File: config.mk
export PLATFORM = sky130hd
export DESIGN_NAME = mips_multicycle_control
export DESIGN_NICKNAME = d
export VERILOG_FILES = /design/src/rtl/mips_pkg.sv /design/src/rtl/mips_alu_decoder.sv /design/src/rtl/mips_multicycle_control.sv
export SDC_FILE = /design/constraint.sdc
export NUM_CORES = 1
export LEC_CHECK = 0
export CAP_MARGIN = 30
export CORE_MARGIN = 1
export CORE_UTILIZATION = 40
export DETAILED_ROUTE_END_ITERATION = 16
export PLACE_DENSITY = 0.8
export SYNTH_ARGS = -nofsm -noshare
export SYNTH_HDL_FRONTEND = slang
export SYNTH_SLANG_ARGS = --single-unit
File: constraint.sdc
create_clock -name clk -period 1.7 [get_ports clk]
set_clock_uncertainty 0.2 [all_clocks]
set_input_delay 0.17 -clock clk [delete_from_list [all_inputs] [get_ports clk]]
set_output_delay 0.17 -clock clk [all_outputs]
set_load 0.02 [all_outputs]
File: src/rtl/mips_pkg.sv
// Shared constants for the multicycle MIPS control path: opcodes, functs,
// ALU control codes, mux select codes and FSM state encodings.
package mips_pkg;

  localparam logic [5:0] OP_RTYPE = 6'b000000;
  localparam logic [5:0] OP_LW    = 6'b100011;
  localparam logic [5:0] OP_SW    = 6'b101011;
  localparam logic [5:0] OP_BEQ   = 6'b000100;
  localparam logic [5:0] OP_BNE   = 6'b000101;
  localparam logic [5:0] OP_ADDI  = 6'b001000;
  localparam logic [5:0] OP_J     = 6'b000010;

  localparam logic [5:0] FN_ADD = 6'b100000;
  localparam logic [5:0] FN_SUB = 6'b100010;
  localparam logic [5:0] FN_AND = 6'b100100;
  localparam logic [5:0] FN_OR  = 6'b100101;
  localparam logic [5:0] FN_SLT = 6'b101010;

  localparam logic [2:0] ALU_ADD = 3'b010;
  localparam logic [2:0] ALU_SUB = 3'b110;
  localparam logic [2:0] ALU_AND = 3'b000;
  localparam logic [2:0] ALU_OR  = 3'b001;
  localparam logic [2:0] ALU_SLT = 3'b111;

  localparam logic [1:0] SRCB_RT      = 2'b00;
  localparam logic [1:0] SRCB_FOUR    = 2'b01;
  localparam logic [1:0] SRCB_IMM     = 2'b10;
  localparam logic [1:0] SRCB_IMM_SH2 = 2'b11;

  localparam logic [1:0] PCSRC_ALU    = 2'b00;
  localparam logic [1:0] PCSRC_ALUOUT = 2'b01;
  localparam logic [1:0] PCSRC_JUMP   = 2'b10;

  typedef enum logic [3:0] {
    S_FETCH    = 4'd0,
    S_DECODE   = 4'd1,
    S_MEMADR   = 4'd2,
    S_MEMREAD  = 4'd3,
    S_MEMWB    = 4'd4,
    S_MEMWRITE = 4'd5,
    S_EXECUTE  = 4'd6,
    S_ALUWB    = 4'd7,
    S_BRANCH   = 4'd8,
    S_ADDIEXEC = 4'd9,
    S_ADDIWB   = 4'd10,
    S_JUMP     = 4'd11,
    S_TRAP     = 4'd12
  } state_t;

endpackage

File: src/rtl/mips_alu_decoder.sv
// R-type funct decode: ALU operation plus a flag for functs the core does not implement.
module mips_alu_decoder
  import mips_pkg::*;
(
  input  logic [5:0] funct,
  output logic [2:0] alu_control,
  output logic       funct_illegal
);

  always_comb begin
    alu_control   = ALU_ADD;
    funct_illegal = 1'b0;
    case (funct)
      FN_ADD:  alu_control = ALU_ADD;
      FN_SUB:  alu_control = ALU_SUB;
      FN_AND:  alu_control = ALU_AND;
      FN_OR:   alu_control = ALU_OR;
      FN_SLT:  alu_control = ALU_SLT;
      default: funct_illegal = 1'b1;
    endcase
  end

endmodule

File: src/rtl/mips_multicycle_control.sv
// Multicycle MIPS control FSM: sequences the shared memory and ALU per instruction,
// with memory wait states, optional bne and an illegal-instruction trap.
module mips_multicycle_control
  import mips_pkg::*;
#(
  parameter bit USE_MEM_READY = 1'b1,
  parameter bit SUPPORT_BNE   = 1'b1,
  parameter int STATE_W       = 4
) (
  input  logic               clk,
  input  logic               reset_n,
  input  logic [5:0]         opcode,
  input  logic [5:0]         funct,
  input  logic               zero,
  input  logic               mem_ready,
  output logic               pc_en,
  output logic               iord,
  output logic               mem_write,
  output logic               ir_write,
  output logic               reg_dst,
  output logic               mem_to_reg,
  output logic               reg_write,
  output logic               alu_src_a,
  output logic [1:0]         alu_src_b,
  output logic [2:0]         alu_control,
  output logic [1:0]         pc_src,
  output logic               illegal_instr,
  output logic [STATE_W-1:0] state_dbg
);

  state_t     state_q;
  logic [3:0] state_bits;
  logic       mem_rdy;
  logic       take;
  logic [2:0] dec_alu_control;
  logic       dec_funct_illegal;

  assign mem_rdy    = USE_MEM_READY ? mem_ready : 1'b1;
  assign take       = (opcode == OP_BNE) ? ~zero : zero;
  assign state_bits = state_q;
  assign state_dbg  = STATE_W'(state_bits);

  mips_alu_decoder u_alu_decoder (
    .funct         (funct),
    .alu_control   (dec_alu_control),
    .funct_illegal (dec_funct_illegal)
  );

  always_ff @(posedge clk or negedge reset_n) begin
    if (!reset_n) begin
      state_q <= S_FETCH;
    end else begin
      case (state_q)
        S_FETCH:    if (mem_rdy) state_q <= S_DECODE;
        S_DECODE: begin
          case (opcode)
            OP_LW, OP_SW: state_q <= S_MEMADR;
            OP_RTYPE:     state_q <= S_EXECUTE;
            OP_BEQ:       state_q <= S_BRANCH;
            OP_BNE:       state_q <= SUPPORT_BNE ? S_BRANCH : S_TRAP;
            OP_ADDI:      state_q <= S_ADDIEXEC;
            OP_J:         state_q <= S_JUMP;
            default:      state_q <= S_TRAP;
          endcase
        end
        S_MEMADR:   state_q <= (opcode == OP_SW) ? S_MEMWRITE : S_MEMREAD;
        S_MEMREAD:  if (mem_rdy) state_q <= S_MEMWB;
        S_MEMWRITE: if (mem_rdy) state_q <= S_FETCH;
        S_EXECUTE:  state_q <= dec_funct_illegal ? S_TRAP : S_ALUWB;
        S_ADDIEXEC: state_q <= S_ADDIWB;
        S_TRAP:     state_q <= S_TRAP;
        // MEMWB, ALUWB, BRANCH, ADDIWB, JUMP and the unused codes all return to fetch.
        default:    state_q <= S_FETCH;
      endcase
    end
  end

  // Outputs are forced low while reset_n is low so no write enable leaks during reset.
  always_comb begin
    pc_en         = 1'b0;
    iord          = 1'b0;
    mem_write     = 1'b0;
    ir_write      = 1'b0;
    reg_dst       = 1'b0;
    mem_to_reg    = 1'b0;
    reg_write     = 1'b0;
    alu_src_a     = 1'b0;
    alu_src_b     = SRCB_RT;
    alu_control   = 3'b000;
    pc_src        = PCSRC_ALU;
    illegal_instr = 1'b0;
    if (reset_n) begin
      case (state_q)
        S_FETCH: begin
          alu_src_b   = SRCB_FOUR;
          alu_control = ALU_ADD;
          ir_write    = mem_rdy;
          pc_en       = mem_rdy;
        end
        S_DECODE: begin
          alu_src_b   = SRCB_IMM_SH2;
          alu_control = ALU_ADD;
        end
        S_MEMADR, S_ADDIEXEC: begin
          alu_src_a   = 1'b1;
          alu_src_b   = SRCB_IMM;
          alu_control = ALU_ADD;
        end
        S_MEMREAD:  iord = 1'b1;
        S_MEMWB: begin
          mem_to_reg = 1'b1;
          reg_write  = 1'b1;
        end
        S_MEMWRITE: begin
          iord      = 1'b1;
          mem_write = 1'b1;
        end
        S_EXECUTE: begin
          alu_src_a   = 1'b1;
          alu_control = dec_alu_control;
        end
        S_ALUWB: begin
          reg_dst   = 1'b1;
          reg_write = 1'b1;
        end
        S_BRANCH: begin
          alu_src_a   = 1'b1;
          alu_control = ALU_SUB;
          pc_src      = PCSRC_ALUOUT;
          pc_en       = take;
        end
        S_ADDIWB:   reg_write = 1'b1;
        S_JUMP: begin
          pc_src = PCSRC_JUMP;
          pc_en  = 1'b1;
        end
        S_TRAP:     illegal_instr = 1'b1;
        default: ;
      endcase
    end
  end

endmodule

Yosys cells after proc, flatten, opt, wreduce, memory -nomap -nowiden
Index checks and enable logic that the tools add are counted.
{"block": "classes", "n_eq_ne": 26, "n_mux": 33, "bitwise": 1, "reduce_logical": 11}
{"op": "equality test 6 bit, second input constant", "count": 7}
{"op": "one-hot mux 4 bit (8 select lines)", "count": 1}
{"op": "equality test 4 bit, second input constant", "count": 5}
{"op": "one-hot mux 4 bit (5 select lines)", "count": 1}
{"op": "2-to-1 mux 1 bit", "count": 18}
{"op": "equality test 4 x 3 -> 1 bit, second input constant", "count": 4}
{"op": "2-to-1 mux 4 bit", "count": 4}
{"op": "equality test 6 x 3 -> 1 bit, second input constant", "count": 2}
{"op": "one-hot mux 3 bit (4 select lines)", "count": 1}
{"op": "one-hot mux 3 bit (3 select lines)", "count": 1}
{"op": "equality test 4 x 2 -> 1 bit, second input constant", "count": 2}
{"op": "OR reduction 2 bit", "count": 4}
{"op": "OR reduction 4 bit", "count": 2}
{"op": "equality test 6 x 2 -> 1 bit, second input constant", "count": 1}
{"op": "equality test 6 x 4 -> 1 bit, second input constant", "count": 1}
{"op": "logical NOT 6 bit", "count": 1}
{"op": "2-to-1 mux 3 bit", "count": 2}
{"op": "!= test 2 bit, second input constant", "count": 3}
{"op": "one-hot mux 2 bit (3 select lines)", "count": 1}
{"op": "OR reduction 5 bit", "count": 1}
{"op": "equality test 4 x 1 -> 1 bit, second input constant", "count": 1}
{"op": "logical NOT 4 bit", "count": 1}
{"op": "2-to-1 mux 2 bit", "count": 2}
{"op": "one-hot mux 2 bit (2 select lines)", "count": 1}
{"op": "other kinds (4)", "count": 4}
{"block": "word_totals", "regBits": 4, "in_bits": 16, "output_inout_bits": 20, "word_cells": 72}

Depth between registers and ports, before layout
{"block": "depth", "ltp_word": 4, "depth_mapped": 5, "mapped_depth_nobuf": 4}

Cells and area by module
Synthesis repeated with hierarchy kept, for this count alone.
{"block": "hier_totals", "hier_cells": 109, "hier_area_um2": 775.7}
{"mod": "mips_multicycle_control", "instances": 1, "cells_per_inst": 99, "area_per_inst_um2": 691.9, "seq_area_each_um2": 100.1}
{"mod": "mips_alu_decoder", "instances": 1, "cells_per_inst": 10, "area_per_inst_um2": 83.8, "seq_area_each_um2": 0.0}

Least setup slack after synthesis
OpenSTA, ideal clock, no wires.
{"block": "synth_timing", "path_kind": "flip-flop to output port", "from": "register state_q[3] (netlist: state_dbg[3])", "to": "output port alu_control[2]", "t_arrival_ns": 1.723, "required_ns": 1.330, "slack_ns": -0.393, "path_stages_with_launch": 5, "path_buffers": 1, "cell_sequence": "dfrtp_1 > clkbuf_1 > nor2_1 > nand2_1 > o41ai_1"}
{"block": "synth_via", "elab_chain_len": 4, "word_cells_on_any_way": 9, "classes_between": "eq/ne (5); mux (2); reduce/logical (2)"}
{"item": "start: declaration", "line": "mips_multicycle_control.sv:31", "text": "state_t state_q;"}
{"item": "start signal: assignment", "line": "mips_multicycle_control.sv:60", "text": "OP_BNE: state_q <= SUPPORT_BNE ? S_BRANCH : S_TRAP;"}
{"item": "start signal: assignment", "line": "mips_multicycle_control.sv:66", "text": "S_MEMADR: state_q <= (opcode == OP_SW) ? S_MEMWRITE : S_MEMREAD;"}
{"item": "start signal: assignment", "line": "mips_multicycle_control.sv:69", "text": "S_EXECUTE: state_q <= dec_funct_illegal ? S_TRAP : S_ALUWB;"}
{"item": "equality test 4 x 2 -> 1 bit, or another cell as far along", "line": "mips_multicycle_control.sv:93", "text": "case (state_q)"}
{"item": "OR reduction 4 bit (no source line)"}
{"item": "one-hot mux 3 bit (3 select lines) *", "line": "mips_multicycle_control.sv:93"}
{"item": "2-to-1 mux 3 bit *", "line": "mips_multicycle_control.sv:92", "text": "if (reset_n) begin"}
{"item": "end: declaration", "line": "mips_multicycle_control.sv:25", "text": "output logic [2:0] alu_control,"}
Mark *: on every way between the ends. The rest lies on a longest branch, timed or not.

Worst setup path after layout
{"block": "layout_timing", "from": "input port funct[0]", "to": "output port alu_control[2]"}
{"block": "layout_via", "elab_chain_len": 4, "word_cells_on_any_way": 7, "classes_between": "eq/ne (4); mux (3)"}
{"item": "start: declaration", "line": "mips_multicycle_control.sv:13", "text": "input logic [5:0] funct,"}
{"item": "equality test 6 bit", "line": "mips_alu_decoder.sv:13", "text": "case (funct)"}
{"item": "one-hot mux 3 bit (4 select lines) *", "line": "mips_alu_decoder.sv:13"}
{"item": "one-hot mux 3 bit (3 select lines) *", "line": "mips_multicycle_control.sv:93"}
{"item": "2-to-1 mux 3 bit *", "line": "mips_multicycle_control.sv:92"}
Marked as above.

==> impl_metrics.env <==
export IMPL_outcome="finished with violations"
export IMPL_violations="setup timing"
export IMPL_layout_setup_ws_ns=-0.162
export IMPL_regArea_um2=105
export IMPL_initial_utilization=0.426
export IMPL_root_buffer="clkbuf_4"
export IMPL_largest_reg_flops=4
export IMPL_vias_per_cell=6.11
export IMPL_start_kind="primary input"
export IMPL_cts_tree="built"
export IMPL_max_slew_margin=0.782
export IMPL_htreeDepth=1
export IMPL_grt_max_degree=20
export IMPL_gp_congestion=0.887
export IMPL_synth_main_ff_cell="dfrtp_1"
export IMPL_die_h_um=44.7
export IMPL_grt_pass1_vias=1020
export IMPL_holdWs_ns=0.349
export IMPL_maxCapViolations=0
export IMPL_hold_depth=4
export IMPL_post_route_min_period_ns=1.86
export IMPL_netlist_area_um2=728
export IMPL_synth_nets=123
export IMPL_finalPower_uw=2220
export IMPL_portBuffers=35
export IMPL_cp_cell_sequence="clkdlybuf4s50_1 -> inv_2 -> nand3_1 -> buf_4 -> o41ai_4 -> buf_4"
export IMPL_reg2reg_slack_ns=0
export IMPL_r2r_start="state_dbg[1]"
export IMPL_final_cell_count_no_fill=199
export IMPL_path_common_cell="buf_4"
export IMPL_yosysSeqAreaShare=0.137
export IMPL_multiInputGateArea_um2=729
export IMPL_grtUsageTotal=0.314
export IMPL_path_max_fanout=2
export IMPL_cp_required_ns=1.33
export IMPL_clkTransAtPathRegs_ns=0.04
export IMPL_fp_dieW_um=44.7
export IMPL_path_buf_inv=4
export IMPL_hold_viol_final=0
export IMPL_setup_tns_ns=-0.754
export IMPL_drc_errors=0
export IMPL_synth_top_area_cell="dfrtp_1"
export IMPL_yosys_cell_types_count=41
export IMPL_worstMarginPinSlew_ns=0.326
export IMPL_grt_pass1_wl_um=4550
export IMPL_synth_cells=107
export IMPL_std_cell_rows=15
export IMPL_drt_iter0_markers=114
export IMPL_ys_warn_count=0
export IMPL_p_leak_uw=0.000730
export IMPL_postRouteWirelength_um=3530
export IMPL_synthArstFlopShare=1.00
export IMPL_area_growth_pct=112
export IMPL_synth_seq_cells=4
export IMPL_cp_slowest_cell="clkdlybuf4s50_1"
export IMPL_grt_antenna_before_repair=0
export IMPL_rr_worst_depth=5
export IMPL_hold_path_class="in -> reg"
export IMPL_path_class="in -> out"
export IMPL_min_from="opcode[3]"
export IMPL_clock_sinks=4
export IMPL_avgSynthCellArea_um2=6.81
export IMPL_nNetsFinal=192
export IMPL_vdd_drop_max_uv=913
export IMPL_worst_setup_path_end_kind="primary output"
export IMPL_synth_top_cells_by_area="dfrtp_1, nor2_1, nand2b_1, nor3_1, o21ai_0"
export IMPL_clock_fmax_ghz=0.537
export IMPL_slowest_delay_ns=0.45
export IMPL_n_antenna_cell=0
export IMPL_pin_count=36
export IMPL_dp_cells=191
export IMPL_die_area_um2=1990
export IMPL_vias=1215
export IMPL_path_delay_family="buffers and inverters"
export IMPL_powerDensity_nw_per_um2=1440
export IMPL_fillCellCount=70
export IMPL_worstSkewPairLatency_ns=0.24
export IMPL_yosysMostFrequentCell="nor2_1"
export IMPL_finalCritPeriodShare=1.10
export IMPL_drive_above_1_share=0.506
export IMPL_hold_end="state_dbg[2]"
export IMPL_synth_common_cells="nor2_1, nand2_1, inv_1, nor3_1, o21ai_0"
export IMPL_wl_per_cell_um=17.7
export IMPL_arrival_ns=1.49
export IMPL_ant_nets=0
export IMPL_slew_viol_final=0
export IMPL_core_um2=1710
export IMPL_gr_total_overflow=0
export IMPL_rsz0062_at_grt="yes"
export IMPL_synth_top_area_share=0.137
export IMPL_cts_buffer_depth=2
export IMPL_cts_made_buffers=3
export IMPL_dr_pass1_iters=4
export IMPL_synth_edf_count=0
export IMPL_setup_viol=13
export IMPL_rr_endpoint="state_dbg[3]"
export IMPL_dp_hpwl_um=2140
## cell type report
type	count	area share
tap	25	0.0203
sequential	4	0.0682
inverter	7	0.0187
clock buffer	3	0.0146
timing repair buffer	72	0.405
multi-input combinational	88	0.473
## report_power, final
part           leakage (uW)  switching [uW]  total [uW]  internal [uW]
Combinational      0.000669             996        1850            849
Clock             0.0000138            47.2         127           79.6
Sequential        0.0000466            95.6         245            150
Total              0.000730            1140        2220           1080
## layout by cell type, fill, tap and decap left out, types with 2 or more instances in the layout
cell,count
buf_6,12
nor4b_1,2
a21oi_1,2
nor2_1,6
dlygate4sd2_1,11
nor3_2,4
buf_2,3
and4b_1,2
or3_4,2
dlygate4sd3_1,2
a21oi_2,2
nand2b_4,2
clkbuf_4,3
nand2b_1,4
nand4_1,3
dfrtp_2,4
o21ai_0,4
buf_4,35
nor4_1,3
nand2_1,6
clkdlybuf4s50_1,8
inv_1,4
nor3_1,3
inv_2,2
nor2_4,5
o21ai_1,4
o41ai_4,2
a31oi_1,2
xor2_1,2
nand3_1,4
## metal layers
metal / track usage / vias to the layer above / wire [um]
met3: 0.0327 / 15 / 228
met5: 0 / - / 0
li1: - / 538 / -
met2: 0.591 / 85 / 1830
met1: 0.373 / 577 / 1330
met4: 0.0848 / 0 / 131
## through the flow
stage,setup WS [ns],utilization,area [um^2]
5_1_grt,-0.209,0.903,1540
3_5_place_dp,-0.799,0.800,1370
2_1_floorplan,-0.119,-,779
6_report,-0.162,0.903,1540
3_3_place_gp,-0.743,0.800,1370
4_1_cts,-0.133,0.836,1430
## logic make-up after synthesis
logic type | Yosys count | share of synthesized area
multiplexers | 2 | 0.0344
buffers and inverters | 15 | 0.0842
AO/OA/AOI/OAI | 28 | 0.285
flip-flops | 4 | 0.137
XOR/XNOR | 3 | 0.0361
AND/OR/NAND/NOR | 55 | 0.423
## worst max-delay path by stage
stage | cells past startpoint | to | startpoint | slack, ns
global route | 6 | alu_control[2] | funct[0] | -0.21
finish | 6 | alu_control[2] | funct[0] | -0.16
global placement | 6 | alu_control[0] | funct[2] | -0.74
floorplan | 5 | alu_src_b[1] | state_dbg[1] | -0.12
detailed placement | 6 | alu_control[0] | funct[2] | -0.80
CTS | 5 | alu_control[2] | state_dbg[2] | -0.13
## repair_timing
item / in CTS / in global routing
resized for setup: 110 / 27
pin swaps: 7 / 9
hold buffers: 2 / 0
setup endpoints to repair: 24 / 18
endpoints found under the hold margin: 4 / 0
buffers inserted: 0 / 3
## worst min-delay path: stages
cell,delay (ns)
dlygate4sd2_1,0.21
buf_4,0.14
nand4_1,0.08
nand4_1,0.13
(Power assumes the default switching activity.)
